[src/rtl/anc_sample_feeder.sv]
// Sample-set FIFO feeding the ANC filter core with framed head_flag windows.
// Optional macro ANC_FEEDER_OFFSET_BIN_EN flips bit 13 of each channel at push.
module anc_sample_feeder #(
  parameter int FRAME_LEN  = 48,
  parameter int GAP_LEN    = 2,
  parameter int FIFO_DEPTH = 4
) (
  input  logic        clk,
  input  logic        rstn,
  input  logic        in_valid,
  input  logic [13:0] in_ch2,
  input  logic [13:0] in_ch3,
  input  logic [13:0] in_ref,
  input  logic        ovf_clr,
  output logic        in_ready,
  output logic [13:0] buffer_2,
  output logic [13:0] buffer_3,
  output logic [13:0] reff,
  output logic        head_flag,
  output logic        ovf,
  output logic [4:0]  fifo_level,
  output logic [1:0]  state_dbg
);

  localparam int          AW        = (FIFO_DEPTH > 1) ? $clog2(FIFO_DEPTH) : 1;
  localparam logic [4:0]  DEPTH5    = 5'(FIFO_DEPTH);
  localparam logic [7:0]  FRAME_RLD = 8'(FRAME_LEN - 1);
  localparam logic [7:0]  GAP_RLD   = 8'(GAP_LEN - 1);

  typedef enum logic [1:0] {
    IDLE  = 2'd0,
    FRAME = 2'd1,
    GAP   = 2'd2
  } state_t;

  state_t          state_q, state_d;
  logic [7:0]      cnt_q, cnt_d;
  logic [4:0]      level_q, level_d;
  logic [AW-1:0]   wr_ptr_q, rd_ptr_q;
  logic [41:0]     mem_q [FIFO_DEPTH];
  logic [13:0]     buf2_q, buf3_q, reff_q;
  logic            ovf_q, ovf_d;
  logic            push, drop, pop;
  logic [41:0]     wdata;

  // Handshake: a set transfers on a rising edge with in_valid and in_ready both high;
  // in_ready depends only on registered occupancy, so a same-edge pop never frees a slot.
  assign in_ready = (level_q < DEPTH5);
  assign push     = in_valid & in_ready;
  assign drop     = in_valid & ~in_ready;

`ifdef ANC_FEEDER_OFFSET_BIN_EN
  assign wdata = {in_ch2 ^ 14'h2000, in_ch3 ^ 14'h2000, in_ref ^ 14'h2000};
`else
  assign wdata = {in_ch2, in_ch3, in_ref};
`endif

  // Pops are decided from registered occupancy, so a push into an empty FIFO is never bypassed.
  always_comb begin
    state_d = state_q;
    cnt_d   = cnt_q;
    pop     = 1'b0;
    case (state_q)
      IDLE: begin
        if (level_q != 5'd0) begin
          pop     = 1'b1;
          state_d = FRAME;
          cnt_d   = FRAME_RLD;
        end
      end
      FRAME: begin
        if (cnt_q == 8'd0) begin
          state_d = GAP;
          cnt_d   = GAP_RLD;
        end else begin
          cnt_d = cnt_q - 8'd1;
        end
      end
      GAP: begin
        if (cnt_q != 8'd0) begin
          cnt_d = cnt_q - 8'd1;
        end else if (level_q != 5'd0) begin
          pop     = 1'b1;
          state_d = FRAME;
          cnt_d   = FRAME_RLD;
        end else begin
          state_d = IDLE;
          cnt_d   = 8'd0;
        end
      end
      default: begin
        state_d = IDLE;
        cnt_d   = 8'd0;
      end
    endcase
  end

  always_comb begin
    level_d = level_q + {4'd0, push} - {4'd0, pop};
    ovf_d   = ovf_q;
    if (drop) begin
      ovf_d = 1'b1;
    end else if (ovf_clr) begin
      ovf_d = 1'b0;
    end
  end

  always_ff @(posedge clk or negedge rstn) begin
    if (!rstn) begin
      state_q  <= IDLE;
      cnt_q    <= 8'd0;
      level_q  <= 5'd0;
      wr_ptr_q <= '0;
      rd_ptr_q <= '0;
      buf2_q   <= 14'd0;
      buf3_q   <= 14'd0;
      reff_q   <= 14'd0;
      ovf_q    <= 1'b0;
    end else begin
      state_q <= state_d;
      cnt_q   <= cnt_d;
      level_q <= level_d;
      ovf_q   <= ovf_d;
      if (push) begin
        wr_ptr_q <= wr_ptr_q + AW'(1);
      end
      if (pop) begin
        rd_ptr_q <= rd_ptr_q + AW'(1);
        buf2_q   <= mem_q[rd_ptr_q][41:28];
        buf3_q   <= mem_q[rd_ptr_q][27:14];
        reff_q   <= mem_q[rd_ptr_q][13:0];
      end
    end
  end

  // Storage needs no reset: occupancy and pointers define what is valid.
  always_ff @(posedge clk) begin
    if (push) begin
      mem_q[wr_ptr_q] <= wdata;
    end
  end

  assign buffer_2   = buf2_q;
  assign buffer_3   = buf3_q;
  assign reff       = reff_q;
  assign head_flag  = (state_q == FRAME);
  assign ovf        = ovf_q;
  assign fifo_level = level_q;
  assign state_dbg  = state_q;

endmodule
[config.mk]
export PLATFORM = sky130hd
export DESIGN_NAME = anc_sample_feeder
export DESIGN_NICKNAME = d
export VERILOG_FILES = /design/src/rtl/anc_sample_feeder.sv
export SDC_FILE = /design/constraint.sdc
export NUM_CORES = 1
export LEC_CHECK = 0
export CORE_MARGIN = 5
export CORE_UTILIZATION = 46
export CTS_CLUSTER_SIZE = 40
export DETAILED_ROUTE_END_ITERATION = 6
export MAX_ROUTING_LAYER = met4
export PLACE_DENSITY = 0.65
export SYNTH_ARGS = -nofsm -noshare
export SYNTH_HDL_FRONTEND = slang
export SYNTH_SLANG_ARGS = --single-unit
[constraint.sdc]
create_clock -name clk -period 5 [get_ports clk]
set_input_delay 0.75 -clock clk [delete_from_list [all_inputs] [get_ports clk]]
set_output_delay 0.75 -clock clk [all_outputs]
set_load 0.005 [all_outputs]
==> key figures <==
CTS
  – Clock buffer depth: 3
  – CTS tree: built
  – Hold_buf cts: 0
  – Clock sink count: 230
  – Total setup buffers inserted after CTS: 0
  – Clock transition at the registers of the reported paths: 0.06 ns
  – CTS H-tree lvls: 1
  – Root Buffer: clkbuf_16
  – TritonCTS buffer count: 24
  – Clock Latency Late Sink: 0.52 ns
  – Post-CTS sizing: 0

Cells and area
  – Area Growth Syn to Fin: 21.88%
  – Final Cell Area: 10980 sq um
  – Cell Count, Final, Fillers Out: 833
  – Util after Layout: 0.5662
  – Layout cells sized above 1: 0.2385
  – Nets@finish: 608

Pwr
  – Comb power frac: 0.017
  – Pwr per Cell Area: 338.5 nW/um^2
  – IR drop worst, VDD: 0.3834 mV
  – Clock power frac: 0.432
  – Part of the power in registers: 0.552
  – P_leak: 4.059 nW
  – Int Power: 3.005 mW
  – Sw frac: 0.1916
  – Pwr Total: 3.718 mW
  – Sw power: 0.7122 mW

Yosys
  – Ys async rst share: 0.2696
  – Syn Inst Count: 439
  – Mapped Nets: 499
  – Most used DFF post-synth: edfxtp_1
  – Post-synthesis sequential area ratio: 0.7319
  – Syn_area_per_cell: 20.53 sq um
  – Largest family of logic cells by synthesized area: multiplexers
  – Complex-gate fraction of the synthesized area: 0.02360
  – Post-synth EDFFs: 168
  – Syn. warnings: 0
  – Adder-cell share of the synthesized area: 0.02027
  – Synth unique cells: 46
  – Synth Area in XOR/XNOR: 0.007775
  – FF+latch count, synth: 230
  – Synthesized area: 9012 sq um
  – Synth Area in Simple Gates: 0.02082
  – Post-synthesis mux area share: 0.1763

Routing
  – Total vias in the final route: 4372
  – DRT Wirelength: 16.79 mm
  – 1st-iter DRT viols: 197
  – DRC violations left: 0
  – Vias per cell: 5.248
  – Drt wl/cell: 20.15 um
  – 1st-pass router iterations: 5
  – Antenna Nets Post-Route: 0

STA
  – Worst Tran Pin Value: 0.9482 ns
  – Total Negative Setup Slacks: 0 ns
  – Max_slew headroom: 0.3679
  – Skew final: 0.02698 ns
  – Tcrit/Tclk final: 0.8041
  – Final setup viols: 0
  – Tmin final: 4.020 ns
  – Final hold viol count: 0
  – Slew Viols, Final: 0
  – FMAX: 248.7 MHz
  – Unrepaired setup endpoints after global routing: false
  – Final worst slack: 0.9795 ns
  – WHS: 0.3741 ns

Floorplanning
  – CORE AREA: 19400 sq um
  – Die height: 150.0 um
  – Initial core utilization: 0.4646
  – Site Rows: 51
  – Boundary pin count: 98
  – Die area: 22490 sq um
  – Die Width: 150.0 um

GRT
  – Vias in the first global route: 4683
  – Largest net degree at the start of global routing: 63
  – Grt ovf: 0
  – GRT Util Overall: 0.1570
  – Global-route wire length before repair: 26.30 mm
  – Initial antenna violation count: 2

Job
  – Max Cap Violations: 0

Place
  – DP Area: 10260 sq um
  – Global placement routability congestion: 0.7780
  – Cell total after placement: 787
  – I/O Buffers: 97
  – Hpwl dp: 9.765 mm
  – Pre-CTS setup slack: 0.9576 ns

Setup path
  – Critical Path End Type: flop
  – R2R depth: 15
  – Arr. time, crit path: 4.44 ns
  – Required @ worst endpoint: 5.42 ns
  – CP startpoint kind: flop
  – R2R Setup Slk: 0.98 ns
  – Worst setup endpoint: fifo_level[4]
  – CP Class: reg -> reg
  – Largest fanout on the critical path: 45
  – R2R Path End: fifo_level[4]
  – Worst r2r src: cnt_q[0]
  – Worst setup startpoint: cnt_q[0]

Status
  – Status: finished clean

Min path
  – HP Class: in -> async
==> registers in the layout, indices dropped and copies added, names as in the netlist <==
register / cells
mem_q: 168
state_dbg: 2
cnt_q: 8
wr_ptr_q: 2
rd_ptr_q: 2
buffer_3: 14
reff: 14
ovf: 1
fifo_level: 5
buffer_2: 14
==> synth_stat cells, drive strengths merged (2+ instances only) <==
| cell | count | area [sq um] |
|---|---|---|
| xor2 | 2 | 17.52 |
| a31oi | 2 | 12.51 |
| or2 | 2 | 12.51 |
| inv | 16 | 60.06 |
| nor3 | 2 | 10.01 |
| a21oi | 7 | 35.03 |
| o22ai | 3 | 18.77 |
| nor2 | 9 | 33.78 |
| a2bb2oi | 2 | 17.52 |
| and3 | 4 | 25.02 |
| or4b | 2 | 20.02 |
| nand3b | 3 | 22.52 |
| dfrtp | 62 | 1551 |
| edfxtp | 168 | 5045 |
| buf | 10 | 76.31 |
| clkbuf | 10 | 37.54 |
| mux2 | 43 | 623.1 |
| nand2 | 5 | 18.77 |
| o31ai | 2 | 15.01 |
| mux4 | 42 | 945.9 |
| o21ai | 4 | 20.02 |
| ha | 13 | 162.7 |
| mux2i | 2 | 20.02 |
| xnor2 | 6 | 52.55 |
==> worst min path at each step <==
| stage | cells past startpoint | end | startpoint | slack [ns] |
|---|---|---|---|---|
| CTS | 1 | buffer_2[2] | rstn | 0.40 |
| global route | 1 | buffer_3[0] | rstn | 0.45 |
| floorplan | 0 | buffer_2[0] | rstn | 0.45 |
| global placement | 1 | buffer_2[7] | buffer_2[7] | 0.49 |
| detailed placement | 1 | buffer_2[7] | buffer_2[7] | 0.50 |
| finish | 1 | buffer_2[2] | rstn | 0.37 |
==> critical path, stage by stage (launching register included) <==
cell and delay, ns:
dfrtp_1 0.42, inv_1 0.11, ha_1 0.21, or4b_1 0.55, or4_4 0.48, a211o_4 0.66, inv_1 0.17, ha_1 0.24
inv_1 0.06, ha_1 0.15, inv_1 0.05, fa_1 0.40, inv_1 0.07, a21oi_1 0.06, o21bai_1 0.15, xnor2_1 0.14
==> layout by cell type (no fill, tap or decap), types with 2 or more instances in the layout <==
cell and count:
a21oi_1 7, a2bb2oi_1 2, a31oi_1 2, and3_2 4, buf_4 7, clkbuf_1 10, clkbuf_16 24, clkbuf_8 2
clkdlybuf4s50_1 96, clkinv_1 3, clkinv_2 3, dfrtp_1 60, diode_2 2, edfxtp_1 168, ha_1 13, inv_1 16
mux2_2 6, mux2_4 37, mux2i_1 2, mux4_2 42, nand2_1 5, nand3b_1 3, nor2_1 9, nor3_1 2
o21ai_0 4, o22ai_1 3, o31ai_1 2, or2_2 2, xnor2_1 6, xor2_1 2
==> logic make-up (layout without fill, tap and decap cells) <==
| group | Yosys count | after routing |
|---|---|---|
| DFF | 230 | 230 |
| muxes | 87 | 87 |
| buffers and inverters | 36 | 163 |
| and+or+nand+nor | 33 | 33 |
| AOI/OAI and AO/OA | 31 | 31 |
| adders and majority gates | 14 | 14 |
| xor gates and xnor gates | 8 | 8 |
| other | 0 | 2 |
==> power by group through the flow <==
| stage | sequential, mW | clock [mW] | combinational, mW |
|---|---|---|---|
| after floorplan | 2.09 | 0 | 0.000658 |
| after global placement | 2.09 | 0 | 0.0598 |
| after detailed placement | 2.09 | 0 | 0.0629 |
| after CTS | 2.05 | 1.64 | 0.0633 |
| after global routing | 2.05 | 1.73 | 0.0680 |
| final | 2.05 | 1.60 | 0.0618 |
==> routing by layer <==
layer / vias up / share of wire / track usage
li1: 1959 / - / -
met1: 2240 / 0.43 / 0.2068
met4: 0 / 0.015 / 0.03294
met5: - / 0 / -
met3: 22 / 0.067 / 0.04270
met2: 151 / 0.49 / 0.2489
==> layout make-up <==
cell class	instances	area [sq um]
antenna	2	5.005
sequential	230	6601
tap	265	331.6
clock buffer	36	665.6
timing repair buffer	103	1013
multi-input combinational	173	2256
clock inverter	8	51.30
fill	1505	8414
inverter	16	60.06
Note: power is estimated with default switching activity, not from simulation.
